--- config.mk ---
export PLATFORM = sky130hd
export DESIGN_NAME = rv32i_decode_stage_flat
export DESIGN_NICKNAME = d
export VERILOG_FILES = /design/src/rtl/rv32i_pkg.sv /design/src/rtl/rv32i_decode_stage_if.sv /design/src/rtl/rv32i_field_decode.sv /design/src/rtl/rv32i_decode_stage.sv /design/src/flat_wrapper.sv
export SDC_FILE = /design/constraint.sdc
export NUM_CORES = 1
export LEC_CHECK = 0
export BUFFER_PORTS_ARGS = -buffer_cell sky130_fd_sc_hd__buf_2
export CAP_MARGIN = 10
export CORE_MARGIN = 5
export CORE_UTILIZATION = 48
export DETAILED_ROUTE_END_ITERATION = 6
export PLACE_DENSITY_LB_ADDON = 0.15
export SLEW_MARGIN = 20
export SYNTH_ARGS = -nofsm -noshare
export SYNTH_HDL_FRONTEND = slang
export SYNTH_HIERARCHICAL = 1
export SYNTH_SLANG_ARGS = --single-unit
--- constraint.sdc ---
create_clock -name clk -period 20.6 [get_ports clk]
set_input_delay 0 -clock clk [delete_from_list [all_inputs] [get_ports clk]]
set_output_delay 0 -clock clk [all_outputs]
set_load 0.02 [all_outputs]
--- src/rtl/rv32i_pkg.sv ---
// Shared RV32I decode types: base opcodes, format enum and the decoded FIFO entry.
// The entry carries an illegal flag only when RV32I_DECODE_ILLEGAL_EN is defined.
package rv32i_pkg;

    localparam logic [6:0] OP_R      = 7'b0110011;
    localparam logic [6:0] OP_IMM    = 7'b0010011;
    localparam logic [6:0] OP_LOAD   = 7'b0000011;
    localparam logic [6:0] OP_STORE  = 7'b0100011;
    localparam logic [6:0] OP_BRANCH = 7'b1100011;
    localparam logic [6:0] OP_JAL    = 7'b1101111;
    localparam logic [6:0] OP_JALR   = 7'b1100111;
    localparam logic [6:0] OP_LUI    = 7'b0110111;
    localparam logic [6:0] OP_AUIPC  = 7'b0010111;

    typedef enum logic [2:0] {
        FMT_NONE = 3'd0,
        FMT_R    = 3'd1,
        FMT_I    = 3'd2,
        FMT_S    = 3'd3,
        FMT_B    = 3'd4,
        FMT_U    = 3'd5,
        FMT_J    = 3'd6
    } fmt_t;

    // Immediates are kept at 32 bits in the buffer and widened to XLEN on the way out.
    typedef struct packed {
        logic [16:0] opcode;
        fmt_t        fmt;
        logic [4:0]  rd;
        logic [4:0]  rs1;
        logic [4:0]  rs2;
        logic [31:0] imm;
`ifdef RV32I_DECODE_ILLEGAL_EN
        logic        illegal;
`endif
    } dec_t;

    function automatic logic [31:0] sext12(input logic [11:0] v);
        return {{20{v[11]}}, v};
    endfunction

endpackage

--- src/rtl/rv32i_decode_stage_if.sv ---
// Fetch-side and consumer-side handshake bundle of the decode stage.
// out_illegal exists only when RV32I_DECODE_ILLEGAL_EN is defined.
interface rv32i_decode_stage_if #(
    parameter int XLEN  = 32,
    parameter int DEPTH = 2
);
    import rv32i_pkg::*;

    localparam int CNT_W = $clog2(DEPTH + 1);

    logic             flush;
    logic             in_valid;
    logic             in_ready;
    logic [31:0]      in_instr;
    logic [XLEN-1:0]  in_pc;
    logic             out_valid;
    logic             out_ready;
    logic [16:0]      out_opcode;
    fmt_t             out_fmt;
    logic [4:0]       out_rd;
    logic [4:0]       out_rs1;
    logic [4:0]       out_rs2;
    logic [XLEN-1:0]  out_imm;
    logic [XLEN-1:0]  out_pc;
    logic [CNT_W-1:0] out_count;
`ifdef RV32I_DECODE_ILLEGAL_EN
    logic             out_illegal;
`endif

    modport master (
`ifdef RV32I_DECODE_ILLEGAL_EN
        input  out_illegal,
`endif
        output flush, in_valid, in_instr, in_pc, out_ready,
        input  in_ready, out_valid, out_opcode, out_fmt, out_rd, out_rs1,
               out_rs2, out_imm, out_pc, out_count
    );

    modport slave (
`ifdef RV32I_DECODE_ILLEGAL_EN
        output out_illegal,
`endif
        input  flush, in_valid, in_instr, in_pc, out_ready,
        output in_ready, out_valid, out_opcode, out_fmt, out_rd, out_rs1,
               out_rs2, out_imm, out_pc, out_count
    );

endinterface

--- src/rtl/rv32i_field_decode.sv ---
// Purely combinational RV32I field decoder: raw instruction to dec_t entry.
// Illegal-instruction detection is compiled in with RV32I_DECODE_ILLEGAL_EN.
module rv32i_field_decode
    import rv32i_pkg::*;
(
    input  logic [31:0] instr,
    output dec_t        dec
);

    logic [6:0] op;
    logic [2:0] f3;
    logic [6:0] f7;

    assign op = instr[6:0];
    assign f3 = instr[14:12];
    assign f7 = instr[31:25];

`ifdef RV32I_DECODE_ILLEGAL_EN
    logic ill;

    always_comb begin
        ill = 1'b0;
        case (op)
            OP_R:   ill = !(f7 == 7'h00 || (f7 == 7'h20 && (f3 == 3'b000 || f3 == 3'b101)));
            OP_IMM: begin
                if (f3 == 3'b001)
                    ill = (f7 != 7'h00);
                else if (f3 == 3'b101)
                    ill = !(f7 == 7'h00 || f7 == 7'h20);
            end
            OP_LOAD, OP_STORE, OP_BRANCH, OP_JAL, OP_JALR, OP_LUI, OP_AUIPC: ill = 1'b0;
            default: ill = 1'b1;
        endcase
        if (instr[1:0] != 2'b11)
            ill = 1'b1;
    end
`endif

    // Every field starts at zero so formats that do not use a field never leak raw bits.
    always_comb begin
        dec        = '0;
        dec.fmt    = FMT_NONE;
        dec.opcode = {10'b0, op};
        case (op)
            OP_R: begin
                dec.fmt    = FMT_R;
                dec.opcode = {f7, f3, op};
                dec.rd     = instr[11:7];
                dec.rs1    = instr[19:15];
                dec.rs2    = instr[24:20];
            end
            OP_IMM: begin
                dec.fmt = FMT_I;
                dec.rd  = instr[11:7];
                dec.rs1 = instr[19:15];
                if (f3 == 3'b001 || f3 == 3'b101) begin
                    dec.opcode = {f7, f3, op};
                    dec.imm    = {27'b0, instr[24:20]};
                end else begin
                    dec.opcode = {7'b0, f3, op};
                    dec.imm    = sext12(instr[31:20]);
                end
            end
            OP_LOAD, OP_JALR: begin
                dec.fmt    = FMT_I;
                dec.opcode = {7'b0, f3, op};
                dec.rd     = instr[11:7];
                dec.rs1    = instr[19:15];
                dec.imm    = sext12(instr[31:20]);
            end
            OP_STORE: begin
                dec.fmt    = FMT_S;
                dec.opcode = {7'b0, f3, op};
                dec.rs1    = instr[19:15];
                dec.rs2    = instr[24:20];
                dec.imm    = sext12({instr[31:25], instr[11:7]});
            end
            OP_BRANCH: begin
                dec.fmt    = FMT_B;
                dec.opcode = {7'b0, f3, op};
                dec.rs1    = instr[19:15];
                dec.rs2    = instr[24:20];
                dec.imm    = {{19{instr[31]}}, instr[31], instr[7], instr[30:25], instr[11:8], 1'b0};
            end
            OP_LUI, OP_AUIPC: begin
                dec.fmt = FMT_U;
                dec.rd  = instr[11:7];
                dec.imm = {instr[31:12], 12'b0};
            end
            OP_JAL: begin
                dec.fmt = FMT_J;
                dec.rd  = instr[11:7];
                dec.imm = {{11{instr[31]}}, instr[31], instr[19:12], instr[20], instr[30:21], 1'b0};
            end
            default: ;
        endcase
`ifdef RV32I_DECODE_ILLEGAL_EN
        dec.illegal = ill;
`endif
    end

endmodule

--- src/rtl/rv32i_decode_stage.sv ---
// Registered RV32I decode stage: field decoder feeding a DEPTH-entry FIFO with flush.
// Define RV32I_DECODE_ILLEGAL_EN to carry a per-entry illegal flag to out_illegal.
module rv32i_decode_stage
    import rv32i_pkg::*;
#(
    parameter int XLEN  = 32,
    parameter int DEPTH = 2,
    parameter int CNT_W = $clog2(DEPTH + 1)
) (
    input  logic              clk,
    input  logic              rst,
    rv32i_decode_stage_if.slave bus
);

    localparam int PTR_W = (DEPTH > 1) ? $clog2(DEPTH) : 1;

    dec_t             dec_in;
    dec_t             head;
    dec_t             mem_q    [DEPTH];
    logic [XLEN-1:0]  pc_mem_q [DEPTH];
    logic [PTR_W-1:0] wr_ptr_q, wr_ptr_d;
    logic [PTR_W-1:0] rd_ptr_q, rd_ptr_d;
    logic [CNT_W-1:0] count_q, count_d;
    logic             push, pop;

    rv32i_field_decode u_field_decode (
        .instr (bus.in_instr),
        .dec   (dec_in)
    );

    function automatic logic [PTR_W-1:0] ptr_inc(input logic [PTR_W-1:0] p);
        return (p == PTR_W'(DEPTH - 1)) ? '0 : p + 1'b1;
    endfunction

    assign bus.in_ready  = (count_q < CNT_W'(DEPTH));
    assign bus.out_valid = (count_q != '0);
    assign push          = bus.in_valid && bus.in_ready;
    assign pop           = bus.out_valid && bus.out_ready;

    // Flush wins over any simultaneous push or pop.
    always_comb begin
        wr_ptr_d = wr_ptr_q;
        rd_ptr_d = rd_ptr_q;
        count_d  = count_q;
        if (bus.flush) begin
            wr_ptr_d = '0;
            rd_ptr_d = '0;
            count_d  = '0;
        end else begin
            if (push)
                wr_ptr_d = ptr_inc(wr_ptr_q);
            if (pop)
                rd_ptr_d = ptr_inc(rd_ptr_q);
            case ({push, pop})
                2'b10:   count_d = count_q + 1'b1;
                2'b01:   count_d = count_q - 1'b1;
                default: count_d = count_q;
            endcase
        end
    end

    always_ff @(posedge clk or posedge rst) begin
        if (rst) begin
            wr_ptr_q <= '0;
            rd_ptr_q <= '0;
            count_q  <= '0;
        end else begin
            wr_ptr_q <= wr_ptr_d;
            rd_ptr_q <= rd_ptr_d;
            count_q  <= count_d;
        end
    end

    always_ff @(posedge clk) begin
        if (push && !bus.flush) begin
            mem_q[wr_ptr_q]    <= dec_in;
            pc_mem_q[wr_ptr_q] <= bus.in_pc;
        end
    end

    // Storage is not reset, so every data output is masked while the buffer is empty.
    assign head           = mem_q[rd_ptr_q];
    assign bus.out_opcode = bus.out_valid ? head.opcode : '0;
    assign bus.out_fmt    = bus.out_valid ? head.fmt : FMT_NONE;
    assign bus.out_rd     = bus.out_valid ? head.rd : '0;
    assign bus.out_rs1    = bus.out_valid ? head.rs1 : '0;
    assign bus.out_rs2    = bus.out_valid ? head.rs2 : '0;
    assign bus.out_imm    = bus.out_valid ? XLEN'($signed(head.imm)) : '0;
    assign bus.out_pc     = bus.out_valid ? pc_mem_q[rd_ptr_q] : '0;
    assign bus.out_count  = count_q;
`ifdef RV32I_DECODE_ILLEGAL_EN
    assign bus.out_illegal = bus.out_valid ? head.illegal : 1'b0;
`endif

endmodule

--- src/flat_wrapper.sv ---
// flat-port wrapper written by rule: the top's interface ports become plain ports
module rv32i_decode_stage_flat import rv32i_pkg::*;
#(
    parameter int XLEN  = 32,
    parameter int DEPTH = 2,
    parameter int CNT_W = $clog2(DEPTH + 1)
)
  (clk, rst, bus_flush, bus_in_valid, bus_in_instr, bus_in_pc, bus_out_ready, bus_in_ready, bus_out_valid, bus_out_opcode, bus_out_fmt, bus_out_rd, bus_out_rs1, bus_out_rs2, bus_out_imm, bus_out_pc, bus_out_count);
  rv32i_decode_stage_if #(.XLEN(XLEN), .DEPTH(DEPTH)) bus_i ();
  input  logic clk;
  input  logic rst;
  input wire logic [$bits(bus_i.flush)-1:0] bus_flush;
  input wire logic [$bits(bus_i.in_valid)-1:0] bus_in_valid;
  input wire logic [$bits(bus_i.in_instr)-1:0] bus_in_instr;
  input wire logic [$bits(bus_i.in_pc)-1:0] bus_in_pc;
  input wire logic [$bits(bus_i.out_ready)-1:0] bus_out_ready;
  output wire logic [$bits(bus_i.in_ready)-1:0] bus_in_ready;
  output wire logic [$bits(bus_i.out_valid)-1:0] bus_out_valid;
  output wire logic [$bits(bus_i.out_opcode)-1:0] bus_out_opcode;
  output wire logic [$bits(bus_i.out_fmt)-1:0] bus_out_fmt;
  output wire logic [$bits(bus_i.out_rd)-1:0] bus_out_rd;
  output wire logic [$bits(bus_i.out_rs1)-1:0] bus_out_rs1;
  output wire logic [$bits(bus_i.out_rs2)-1:0] bus_out_rs2;
  output wire logic [$bits(bus_i.out_imm)-1:0] bus_out_imm;
  output wire logic [$bits(bus_i.out_pc)-1:0] bus_out_pc;
  output wire logic [$bits(bus_i.out_count)-1:0] bus_out_count;
  assign bus_i.flush = bus_flush;
  assign bus_i.in_valid = bus_in_valid;
  assign bus_i.in_instr = bus_in_instr;
  assign bus_i.in_pc = bus_in_pc;
  assign bus_i.out_ready = bus_out_ready;
  assign bus_in_ready = bus_i.in_ready;
  assign bus_out_valid = bus_i.out_valid;
  assign bus_out_opcode = bus_i.out_opcode;
  assign bus_out_fmt = bus_i.out_fmt;
  assign bus_out_rd = bus_i.out_rd;
  assign bus_out_rs1 = bus_i.out_rs1;
  assign bus_out_rs2 = bus_i.out_rs2;
  assign bus_out_imm = bus_i.out_imm;
  assign bus_out_pc = bus_i.out_pc;
  assign bus_out_count = bus_i.out_count;
  rv32i_decode_stage #(.XLEN(XLEN), .DEPTH(DEPTH), .CNT_W(CNT_W)) u_core (.clk(clk), .rst(rst), .bus(bus_i));
endmodule
==> flow_summary.toml <==
[grt]
grt_usage_pct = 17.7
gr-total-overflow = 0
via_count_of_the_first_global_routing_pass = 5623
antenna_found_initial = 0
grt_start_max_net_pins = 72
grt_pass1_wl_mm = 29.0

[worst_setup_path]
critical_path.reg2reg.startpoint = "u_core/bus.out_count[1]$_DFFE_PP0P_"
crit_path_top_delay_cell = "dfrtp_4"
crit_chain = "buf_4 -> mux2i_1 -> nor2_1 -> buf_2"
cp-end-kind = "output port"
critical_path_class = "flop to output port"
setup.worst_path.start = "u_core/rd_ptr_q$_DFFE_PP0P_"
worst_path_largest_cell_delay_ps = 990
crit_fanout = 52
setup.worst_path.start_class = "flop"
r2r.worst_path.cells = 4
arrival_ps = 3030
data_required_time_of_the_critical_path_ps = 20600

[route]
drt-pass1-iter-count = 4
drt-wirelength-per-cell_um = 18.0
drt_drc_violations_left = 0
viasPerCell = 5.16
dr.first_iter.drc_count = 334
number_of_vias_in_the_routed_layout = 5388
route.final.wire_length_mm = 18.8
postRouteAntennaNets = 0

[power]
power.share.combinational_pct = 12.2
design_power_total_w = 0.00100
cell_internal_pwr_w = 0.000767
total_switching_power_w = 0.000234
switching_share_pct = 23.4
clkPwrFrac_pct = 40.3
worst_voltage_drop_across_the_vdd_grid_uv = 52.4
power.leakage_nw = 4.34
power.density_cell_area_mw_per_mm2 = 91.2
seq_power_share_pct = 47.5

[synth]
post_synth_num_cell_types = 50
postSynthNetCount = 632
ys_dominant_reg_cell = "edfxtp_1"
async_reset_ff_share_pct = 1.98
yosys_warnings = 6
netlist.area_leader.share_pct = 68.6
synth.cell_area_mm2 = 0.00867
syn_avg_cell_area_um2 = 15.4
ys_seq_area_share_pct = 69.7
synthCells = 563
post_synthesis_sequential_element_count = 202
cell_type_with_the_largest_total_area_after_synthesis = "edfxtp_1"
number_of_synthesized_flops_with_an_enable_pin = 198
synth_top_cells_by_area = "edfxtp_1 69%, mux2i_1 12%, nor2_1 4.2%"

[clock_network]
cts_htree_levels = 1
cts_max_path_buffers = 3
cts.sink_count = 202
clk_root_buffer_cell = "clkbuf_16"
number_of_gates_given_a_new_drive_strength_after_cts = 0
cts.clk_slew.worst_paths_ps = 60
buffer_count_from_post_cts_setup_fixing = 0
cts_made_buffers = 22
clock_tree_from_tritoncts = "built"
clock_insertion_delay_worst_skew_ps = 490

[cells_and_area]
synthToLayoutAreaGrowth_pct = 26.6
fillerInstances = 1429
layout-drive-gt1-share_pct = 29.0
net_count_final = 869
ff_latch_area_mm2 = 0.00605
antenna-diode-count = 0
multi_input_comb_area_mm2 = 0.00225

[die]
top_level_ports = 172
floorplan.initialDensity_pct = 48.4
num_rows = 49
placeableCoreArea_mm2 = 0.0179
die_height_um = 144
die_width_um = 144
floorplan.die_area_mm2 = 0.0208

[sta]
crit_share_post_route_pct = 14.7
max_freq_mhz = 330
final_max_slew_viol_count = 0
relative_max_transition_margin_pct = 29.5
timing.final.setup_violations = 0
fin_tns_setup_ps = 0
worst-slew-pin-transition_ps = 1050
layout_min_cycle_time_ps = 3030
worst_setup_skew_after_layout_ps = 22.1
setup_repair_after_global_routing_missed_its_margin = "false"
final_hold_viol_count = 0

[min_path]
worstHoldPathCells = 2
worstHoldPathType = "primary input to flop"
worstHoldStart = "bus_in_pc[30]"

[placement]
io_buffer_count = 171
place.detailed.hpwl_mm = 11.6
gpl.final_weighted_congestion = 0.793

[run_status]
status = "finished, final reports clean"

[run]
drv_cap = 0
## power by group through the flow
stage | combinational (W) | clock (W) | sequential (W)
after CTS | 0.000123 | 0.000415 | 0.000476
after global routing | 0.000132 | 0.000431 | 0.000477
after global placement | 0.000111 | 0 | 0.000484
final | 0.000122 | 0.000403 | 0.000476
after detailed placement | 0.000112 | 0 | 0.000485
after floorplan | 0.0000856 | 0 | 0.000483
## cells in the mapped netlist (all sizes together) (2+ instances only)
cell type  count
a2111oi        3
a21o          20
a21oi          7
a22o           4
a31oi          2
and2          25
buf           35
dfrtp          4
edfxtp       198
inv            4
mux2i        100
nand2          7
nand2b         3
nand3          2
nor2         110
nor2b          9
nor3           2
nor3b          2
nor4           2
o21ai          3
o31ai          2
or2            3
or3            2
xor2           2
## layer usage
layer,track usage [%],share of wire (%),vias to the layer above
met2,29.6,47,202
met5,0,0,-
met1,24.2,44,2613
met3,3.80,7.5,24
met4,3.63,1.3,0
li1,-,-,2549
## sequential cells by signal, indices dropped and copies added (netlist names)
name and cells:
u_core/bus.out_count 2, u_core/mem_q 134, u_core/wr_ptr_q 1, u_core/rd_ptr_q 1
u_core/pc_mem_q 64
## cell type report
class	count	area share, %
Tap cell	229	2.61
Multi-Input combinational cell	321	20.5
Clock inverter	13	1.49
Sequential cell	202	55.1
Timing Repair Buffer	249	14.8
Inverter	4	0.137
Clock buffer	26	5.35
## cell usage in the layout, fill, tap and decap left out, drive strengths merged, types with 2 or more instances in the layout
cell	n
a22o	4
a21oi	7
o31ai	2
bufinv	4
and2	25
clkinv	8
nor4	2
a31oi	2
nor2	110
nor2b	9
edfxtp	198
nor3b	2
nor3	2
nand2	7
inv	4
or2	3
xor2	2
dlygate4sd3	71
clkbuf	26
nand2b	3
a2111oi	3
nand3	2
mux2i	100
buf	178
o21ai	3
or3	2
dfrtp	4
a21o	20
## per-stage QoR
| step | setup slack [ps] | cell area (um2) | hold slack (ps) | util, % | instances |
|---|---|---|---|---|---|
| after floorplan | 11930 | 8670 | -234 | - | 563 |
| after global placement | 18080 | 9510 | -115 | 53.1 | 934 |
| after detailed placement | 18050 | 9510 | -107 | 53.1 | 934 |
| after CTS | 17520 | 11000 | 215 | 61.3 | 1044 |
| after global routing | 17380 | 11000 | 214 | 61.3 | 1044 |
| final | 17570 | 11000 | 230 | 61.3 | 1044 |
## what timing repair did
item | CTS | global route
endpoints found under the setup margin | 0 | 0
hold buffers | 71 | 0
hold endpoints to repair | 200 | 0
## kinds of logic after synthesis
logic type,after synthesis,synth area share [%]
buf+inv,40,4.43
compound gates,47,4.17
simple gates,172,9.90
mux,100,11.5
xor+xnor,2,0.202
flops,202,69.7
## worst paths after layout
| kind | end | slack, ps |
|---|---|---|
| setup / recovery | bus_out_imm[12] | 17570 |
| setup reg to reg | u_core/pc_mem_q[1][10]$_DFFE_PP_ | 18050 |
| max in group asynchronous | u_core/rd_ptr_q$_DFFE_PP0P_ | 19930 |
| hold / removal | u_core/pc_mem_q[0][30]$_DFFE_PP_ | 230 |
| hold reg to reg | u_core/wr_ptr_q$_DFFE_PP0P_ | 610 |
| min in group asynchronous | u_core/wr_ptr_q$_DFFE_PP0P_ | 500 |
## critical path: cells and delay by family, from the launching register on
family	cells	cell delay [ps]
buffers and inverters	2	1070
flip-flops	1	990
multiplexers	1	340
AND/OR/NAND/NOR	1	100
Note: power is estimated with default switching activity, not from simulation.
